[config.mk]
export PLATFORM = sky130hd
export DESIGN_NAME = hazard_pipeline_controller
export DESIGN_NICKNAME = d
export VERILOG_FILES = /design/src/rtl/hazard_pipeline_controller.sv
export SDC_FILE = /design/constraint.sdc
export NUM_CORES = 1
export LEC_CHECK = 0
export BUFFER_PORTS_ARGS = -buffer_cell sky130_fd_sc_hd__buf_2
export CORE_MARGIN = 4
export CORE_UTILIZATION = 51
export DETAILED_ROUTE_END_ITERATION = 7
export GPL_ROUTABILITY_DRIVEN = 0
export HOLD_SLACK_MARGIN = 0.02
export PLACE_DENSITY = 0.79
export SYNTH_ARGS = -nofsm -noshare
export SYNTH_HDL_FRONTEND = slang
export SYNTH_SLANG_ARGS = --single-unit
[constraint.sdc]
create_clock -name CLK -period 3 [get_ports CLK]
set_input_delay 0.15 -clock CLK [delete_from_list [all_inputs] [get_ports CLK]]
set_output_delay 0.15 -clock CLK [all_outputs]
set_load 0.1 [all_outputs]
[src/rtl/hazard_pipeline_controller.sv]
// Hazard controller for the 5-stage pipeline: load-use stall FSM, branch flush,
// EX>MEM>WB operand forwarding and saturating stall/flush event counters.
module hazard_pipeline_controller #(
    parameter int REG_W = 4,
    parameter int CNT_W = 16
) (
    input  logic             CLK,
    input  logic             CLR,
    input  logic [REG_W-1:0] ID_Rn,
    input  logic [REG_W-1:0] ID_Rm,
    input  logic [REG_W-1:0] ID_Rd,
    input  logic             ID_use_Rn,
    input  logic             ID_use_Rm,
    input  logic             ID_use_Rd,
    input  logic             ID_B_taken,
    input  logic [REG_W-1:0] EX_Rd,
    input  logic             EX_RF_enable,
    input  logic             EX_Load_Inst,
    input  logic [REG_W-1:0] MEM_Rd,
    input  logic             MEM_RF_enable,
    input  logic [REG_W-1:0] WB_Rd,
    input  logic             WB_RF_enable,
    output logic             PC_Ld,
    output logic             IFID_Ld,
    output logic             CU_nop_sel,
    output logic             IFID_flush,
    output logic [1:0]       FWD_A,
    output logic [1:0]       FWD_B,
    output logic [1:0]       FWD_C,
    output logic [CNT_W-1:0] stall_cnt,
    output logic [CNT_W-1:0] flush_cnt
);

    typedef enum logic {RUN, STALL} state_t;

    state_t           state_q, state_d;
    logic [CNT_W-1:0] stall_cnt_q, stall_cnt_d;
    logic [CNT_W-1:0] flush_cnt_q, flush_cnt_d;
    logic             load_use;
    logic             flush;

    // R15 is the PC: it is never a forwarding or stall source
    function automatic logic match(input logic use_x, input logic [REG_W-1:0] x,
                                   input logic en, input logic [REG_W-1:0] rd);
        return use_x & en & (rd == x) & (x != '1);
    endfunction

    function automatic logic [1:0] fwd_sel(input logic use_x, input logic [REG_W-1:0] x,
                                           input logic ex_en, input logic [REG_W-1:0] ex_rd,
                                           input logic mem_en, input logic [REG_W-1:0] mem_rd,
                                           input logic wb_en, input logic [REG_W-1:0] wb_rd);
        if (match(use_x, x, ex_en, ex_rd))   return 2'b01;
        if (match(use_x, x, mem_en, mem_rd)) return 2'b10;
        if (match(use_x, x, wb_en, wb_rd))   return 2'b11;
        return 2'b00;
    endfunction

    always_comb begin
        // EX holds a bubble while in STALL, so load-use is only checked in RUN
        load_use = (state_q == RUN) & EX_Load_Inst &
                   (match(ID_use_Rn, ID_Rn, EX_RF_enable, EX_Rd) |
                    match(ID_use_Rm, ID_Rm, EX_RF_enable, EX_Rd) |
                    match(ID_use_Rd, ID_Rd, EX_RF_enable, EX_Rd));
        flush = ID_B_taken & ~load_use;

        state_d     = load_use ? STALL : RUN;
        stall_cnt_d = stall_cnt_q;
        flush_cnt_d = flush_cnt_q;
        if (load_use && stall_cnt_q != '1) stall_cnt_d = stall_cnt_q + CNT_W'(1);
        if (flush && flush_cnt_q != '1)    flush_cnt_d = flush_cnt_q + CNT_W'(1);

        PC_Ld      = ~load_use;
        IFID_Ld    = ~load_use;
        CU_nop_sel = load_use;
        IFID_flush = flush;
        FWD_A = fwd_sel(ID_use_Rn, ID_Rn, EX_RF_enable, EX_Rd, MEM_RF_enable, MEM_Rd,
                        WB_RF_enable, WB_Rd);
        FWD_B = fwd_sel(ID_use_Rm, ID_Rm, EX_RF_enable, EX_Rd, MEM_RF_enable, MEM_Rd,
                        WB_RF_enable, WB_Rd);
        FWD_C = fwd_sel(ID_use_Rd, ID_Rd, EX_RF_enable, EX_Rd, MEM_RF_enable, MEM_Rd,
                        WB_RF_enable, WB_Rd);

        // Pipeline is frozen with bubbles injected while reset is held
        if (!CLR) begin
            PC_Ld      = 1'b0;
            IFID_Ld    = 1'b0;
            CU_nop_sel = 1'b1;
            IFID_flush = 1'b0;
            FWD_A      = 2'b00;
            FWD_B      = 2'b00;
            FWD_C      = 2'b00;
        end
    end

    always_ff @(posedge CLK or negedge CLR) begin
        if (!CLR) begin
            state_q     <= RUN;
            stall_cnt_q <= '0;
            flush_cnt_q <= '0;
        end else begin
            state_q     <= state_d;
            stall_cnt_q <= stall_cnt_d;
            flush_cnt_q <= flush_cnt_d;
        end
    end

    assign stall_cnt = stall_cnt_q;
    assign flush_cnt = flush_cnt_q;

endmodule

==> metrics.txt, run 1 <==
overall routed net length around 5400 um; final instance area 2720 um2; cell count along the critical path 7; final-stage net count about 350; setup bufs post-CTS 0; root buf cell clkbuf_8; mapped cell area 2215 um2; clk buf depth 2; Skew-Pair Late Insertion Delay 0.29 ns; crit share post-route 78.37%; flops & latches, synth 33; r2r worst-path depth 6; largest net degree at the start of global routing 30; Reg clk slew, reported paths 0.06 ns; final hold vios 0; CTS Hold Bufs 1; xor-xnor portion of the synthesized cell area 24.92%; ys flop type dfrtp_1; num rows 23; first-pass GRT wire length 8942 um; antenna violations before repair 0; combinational family with the most area after synthesis simple AND/OR/NAND/NOR gates; Crit. End Element primary output; total CTS buffers 5; crit path time final 2.351 ns; initial DRC count between 150 and 200; startpoint types input port; Synth top area share approximately 37%; most common library cells after synthesis xor2_1, dfrtp_1, xnor2_1; Clock Skew between 0.007 and 0.008 ns; Power Total ~0.0017 W; crit path buf inv count 3; outcome completed; highest clock rate 425.4 MHz; register area share after synthesis 37.29%; die area approximately 5500 um2; starting density of the core 54.19%; Post-route DRC 0; core area 4086 um2; post-synthesis mux area share 2.034%; overall routing resource usage around a fifth; Adder-Cell Fraction of Synth Area 1.130%; Clock Sinks 33; boundary pin count 76; Die W 73.90 um; most frequent CP cell buf_2; worst path required time 2.85 ns; DPL Wire Length 4208 um; drt first pass iters 4; Max Slew Vio Count 0; slowest CP cell or4_4; antenna-violating nets left 0; vias per cell 5.598; mean post-synth cell area 9.587 um2; critical-path cell list buf_2, xor2_1, or4_4, a311o_1, and2_1, inv_2, buf_2; grt ovf 0; Resized cells post-CTS 0; Max stage delay on crit path 0.55 ns; layout cells sized above 1 between 20 and 30%; CP Class input port to primary output; maximum vdd drop 0.6351 mV; RSZ-0062 raised after global routing false; Syn. warnings 0; # setup viols final 0; count leader, synth xor2_1; ranking of synthesized cells by area dfrtp_1, xor2_1, xnor2_1; pwr dens 618.3 nW/um2; LEAKAGE approximately 1.4 nW; Ant. Diodes 0; highest net fanout along the worst path 10; IO Port Bufs 75; asr flop ratio synth 100.0%; EDFF count, synth 0; Die Height 73.90 um; number of global-route vias before repair around 1900; Post-Synth Simple-Gate Area 27.80%; # Max-Cap Violations 0; Slew @ Worst Pin 0.5718 ns; area growth from synthesis to final layout 22.82%; setup ws final ~0.65 ns; worst relative slew slack between 60% and 70%; Distinct cells, synth 34; via count 2021; Worst path top cell family by delay simple AND/OR/NAND/NOR gates; CTS tree built; Min-Delay Path Depth 3; htree depth 2; post-synth net total 267; min-delay worst type input port to flop; Syn Inst Count 231; Placement Cell Area roughly 2600 um2; post-synth top area cell dfrtp_1; post-synthesis compound-gate area fraction 3.729%; setup TNS 0 ns; critical path arrival 2.20 ns; wire length per cell 15.09 um; Setup WS pre-CTS 0.5681 ns; Fillers 351
## worst paths after layout
| path | end | startpoint | slack, ns |
|---|---|---|---|
| setup / recovery | CU_nop_sel | EX_Rd[0] | 0.65 |
| max in group asynchronous | flush_cnt[13] | CLR | 2.02 |
| min in group asynchronous | flush_cnt[5] | CLR | 0.39 |
| hold reg to reg | stall_cnt[12] | stall_cnt[12] | 0.50 |
| setup reg to reg | stall_cnt[11] | stall_cnt[2] | 0.85 |
| hold / removal | flush_cnt[11] | ID_B_taken | 0.23 |
## area by class of cell
| type | instances | area (um2) | area share, % |
|---|---|---|---|
| flip-flops and latches | 33 | 825.8 | 30.36 |
| multi-input cells | 186 | 1320 | 48.53 |
| repair buffers | 80 | 415.4 | 15.27 |
| well taps | 50 | 62.56 | 2.300 |
| clock buffers | 5 | 68.82 | 2.530 |
| inverters | 6 | 22.52 | 0.8280 |
| clock inverters | 1 | 5.005 | 0.1840 |
## per-stage QoR
| step | cells | utilization [%] | hold slack [ns] |
|---|---|---|---|
| detailed placement | 354 | 64.51 | 0.1874 |
| floorplan | 231 | - | -0.1456 |
| global placement | 354 | 64.51 | 0.1763 |
| CTS | 361 | 66.56 | 0.2278 |
| finish | 361 | 66.56 | 0.2281 |
| global route | 361 | 66.56 | 0.2626 |
## layer usage
| metal | part of all wire [%] | GRT usage (%) | vias to the layer above |
|---|---|---|---|
| li1 | - | - | 985 |
| met1 | 43 | 28.13 | 955 |
| met2 | 48 | 34.65 | 74 |
| met3 | 7.5 | 5.335 | 7 |
| met4 | 1.4 | 5.634 | 0 |
| met5 | 0 | 0 | - |
## where the power goes
part,internal [W],total (W),switching (W)
registers,0.000508,0.000586,0.0000777
logic,0.000150,0.000793,0.000643
clock network,0.000152,0.000303,0.000151
## placed cells by master, fill, tap and decap left out, types with 3 or more instances in the layout
| cell type | count |
|---|---|
| buf_2 | 75 |
| xor2_1 | 34 |
| dfrtp_1 | 33 |
| xnor2_1 | 29 |
| nand3_1 | 19 |
| nand4_1 | 18 |
| nand2_1 | 17 |
| nor3_1 | 16 |
| nor2_1 | 8 |
| nor4_1 | 6 |
| and3_1 | 6 |
| and2_1 | 5 |
| clkbuf_8 | 5 |
| inv_1 | 4 |
| mux2_1 | 4 |
| buf_4 | 4 |
| o211a_1 | 3 |
## tightest hold or removal path, cell delays in order
cell     delay (ns)
buf_2          0.16
nand4_1        0.10
xnor2_1        0.06
## registers in the layout (all words and copies together) (netlist names)
name / count
flush_cnt: 16
stall_cnt: 16
state_q: 1
## cell families (layout without fill, tap and decap cells)
| logic type | count (synthesis) | count (layout) |
|---|---|---|
| DFF | 33 | 33 |
| AOI/OAI and AO/OA | 9 | 9 |
| muxes | 4 | 4 |
| buffers and inverters | 12 | 92 |
| adders and majority gates | 2 | 2 |
| xor gates and xnor gates | 63 | 63 |
| and+or+nand+nor | 108 | 108 |
Note: power is estimated with default switching activity, not from simulation.
==> run 2: changes to the inputs <==
--- a/config.mk
+++ b/config.mk
@@ -7,11 +7,11 @@
 export LEC_CHECK = 0
 export BUFFER_PORTS_ARGS = -buffer_cell sky130_fd_sc_hd__buf_2
 export CORE_MARGIN = 4
-export CORE_UTILIZATION = 51
+export CORE_UTILIZATION = 50
 export DETAILED_ROUTE_END_ITERATION = 7
 export GPL_ROUTABILITY_DRIVEN = 0
 export HOLD_SLACK_MARGIN = 0.02
-export PLACE_DENSITY = 0.79
+export PLACE_DENSITY = 0.78
 export SYNTH_ARGS = -nofsm -noshare
 export SYNTH_HDL_FRONTEND = slang
 export SYNTH_SLANG_ARGS = --single-unit
==> constraint.sdc (replaced) <==
create_clock -name CLK -period 2.5 [get_ports CLK]
set_input_delay 0.125 -clock CLK [delete_from_list [all_inputs] [get_ports CLK]]
set_output_delay 0.125 -clock CLK [all_outputs]
set_load 0.1 [all_outputs]
==> metrics.txt, run 2 (synthesis gave the netlist of run 1 again) <==
outcome completed (unchanged); num rows 23 (unchanged); Placement Cell Area 2676 um2 (was 2636 um2); DPL Wire Length 4440 um (was 4208 um); RSZ-0062 raised after global routing false (unchanged); worst relative slew slack 64.87% (was 61.88%); antenna-violating nets left 0 (unchanged); WHS 0.1982 ns (was 0.2281 ns); min-delay worst type input port to flop (unchanged); boundary pin count 76 (unchanged); htree depth 2 (unchanged); layout cells sized above 1 33.23% (was 29.26%); overall routed net length 5512 um (was 5447 um); Worst path top cell family by delay simple AND/OR/NAND/NOR gates (unchanged); CTS tree built (unchanged); antenna violations before repair 0 (unchanged); Worst Hold End flush_cnt[13] (was flush_cnt[11]); # Max-Cap Violations 0 (unchanged); Die Height 74.55 um (was 73.90 um); largest net degree at the start of global routing 23 (was 30); Max Slew Vio Count 0 (unchanged); pwr dens 768.7 nW/um2 (was 618.3 nW/um2); most frequent cells in the layout buf_2, xor2_1, xnor2_1 (was buf_2, xor2_1, dfrtp_1); grt ovf 0 (unchanged); crit path buf inv count 2 (was 3); drt first pass iters 4 (unchanged); placed cell count 355 (was 354); hold path startpoint ID_B_taken (unchanged); core area 4144 um2 (was 4086 um2); root buf cell clkbuf_8 (unchanged); slowest CP cell a311o_1 (was or4_4); first-pass GRT wire length 8914 um (was 8942 um); crit path time final 2.225 ns; r2r worst-path depth 6 (unchanged); critical path arrival 2.10 ns (was 2.20 ns); total CTS buffers 5 (unchanged); highest net fanout along the worst path 11 (was 10); final instance area 2790 um2 (was 2720 um2); R2R setup slack 0.56 ns (was 0.85 ns); setup TNS 0 ns (unchanged); die area 5558 um2 (was 5460 um2); via count 2045 (was 2021); clk buf depth 2 (unchanged); Reg-to-Reg Start stall_cnt[0] (was stall_cnt[2]); most frequent CP cell buf_2 (unchanged); non-filler cells, final 363 (was 361); Crit. End Element primary output (unchanged); Power Total 0.002145 W (was 0.001682 W); final hold vios 0 (unchanged); setup bufs post-CTS 0 (unchanged); Post-route DRC 0 (unchanged); starting density of the core 53.44% (was 54.19%); maximum vdd drop 0.7124 mV (was 0.6351 mV); Reg clk slew, reported paths 0.07 ns (was 0.06 ns); initial DRC count 185 (was 186); Clock Skew 0.006256 ns (was 0.007045 ns); Skew-Pair Late Insertion Delay 0.28 ns (was 0.29 ns); startpoint types input port (unchanged); area growth from synthesis to final layout 25.99% (was 22.82%); wire length per cell 15.18 um (was 15.09 um); # setup viols final 0 (unchanged); Ant. Diodes 0 (unchanged); Max stage delay on crit path 0.52 ns (was 0.55 ns); Slew @ Worst Pin 0.5230 ns (was 0.5718 ns); Die W 74.55 um (was 73.90 um); IO Port Bufs 75 (unchanged); crit share post-route 88.99%; highest clock rate 449.5 MHz; RR Endpoint stall_cnt[1] (was stall_cnt[11]); worst path required time 2.38 ns (was 2.85 ns); LEAKAGE 1.372 nW (was 1.362 nW); final-stage net count 349 (was 348); CP Class input port to primary output (unchanged); Clock Sinks 33 (unchanged); commonest non-fill, non-tap cell in the layout buf_2 (unchanged); number of global-route vias before repair 1996 (was 1901); Min-Delay Path Depth 3 (unchanged); overall routing resource usage 20.83% (was 21.29%); vias per cell 5.634 (was 5.598); critical-path cell list buf_2, xnor2_1, nand4_1, or4_4, a311o_1, and2_2, buf_2 (was buf_2, xor2_1, or4_4, a311o_1, and2_1, inv_2, buf_2)
-- run 2: changes by cell type in the layout (fill, tap and decap cells not counted), sizes merged --
| cell | previous run | this run |
|---|---|---|
| buf | 79 | 80 |
| bufinv | 0 | 1 |
-- run 2: worst max path at each step --
stage	cells after the start	endpoint	slack, ns	start
floorplan	6	flush_cnt[15]	0.07	flush_cnt[0]
global placement	7	flush_cnt[1]	0.24	EX_Rd[0]
detailed placement	8	stall_cnt[5]	0.16	EX_Rd[1]
CTS	7	PC_Ld	0.28	EX_Rd[1]
global route	7	IFID_Ld	0.20	EX_Rd[1]
finish	7	IFID_Ld	0.28	EX_Rd[1]
-- run 2: timing repair --
item | in CTS | in global routing
endpoints found under the hold margin | 13 | 0
hold buffers | 1 | 0
resized for setup | 0 | 0
-- run 2: through the flow --
stage / util, % / worst slack (ns)
2_1_floorplan: - / 0.06543
3_3_place_gp: 64.58 / 0.2421
3_5_place_dp: 64.58 / 0.1618
4_1_cts: 67.33 / 0.2772
5_1_grt: 67.33 / 0.2017
6_report: 67.33 / 0.2754
-- run 2: layout make-up --
cell class / instances / area (um2)
clock buffer: 5 / 68.82
clock inverter: 2 / 35.03
fill: 366 / 1354
inverter: 6 / 25.02
multi-input combinational: 186 / 1323
sequential: 33 / 838.3
tap: 50 / 62.56
timing repair buffer: 81 / 437.9
-- run 2: report_power, final --
part           switching, W  internal [W]  leakage [nW]
clock              0.000185      0.000289        0.0540
combinational      0.000779      0.000186         0.897
sequential        0.0000919      0.000614         0.421
-- run 2: worst register-to-register path, cell delays in order (launching register included) --
cell and delay, ns:
dfrtp_2 0.42, ha_1 0.31, inv_1 0.12, nor3_1 0.32, nor2b_1 0.22, nor2_1 0.10
mux2_1 0.34
-- run 2: routing by layer --
metal | track usage (%) | vias up | routed length (um)
met5 | 0 | - | 0
met4 | 8.893 | 0 | 138
met3 | 4.459 | 16 | 437
met2 | 33.85 | 81 | 2603
met1 | 26.80 | 966 | 2333
li1 | - | 982 | -
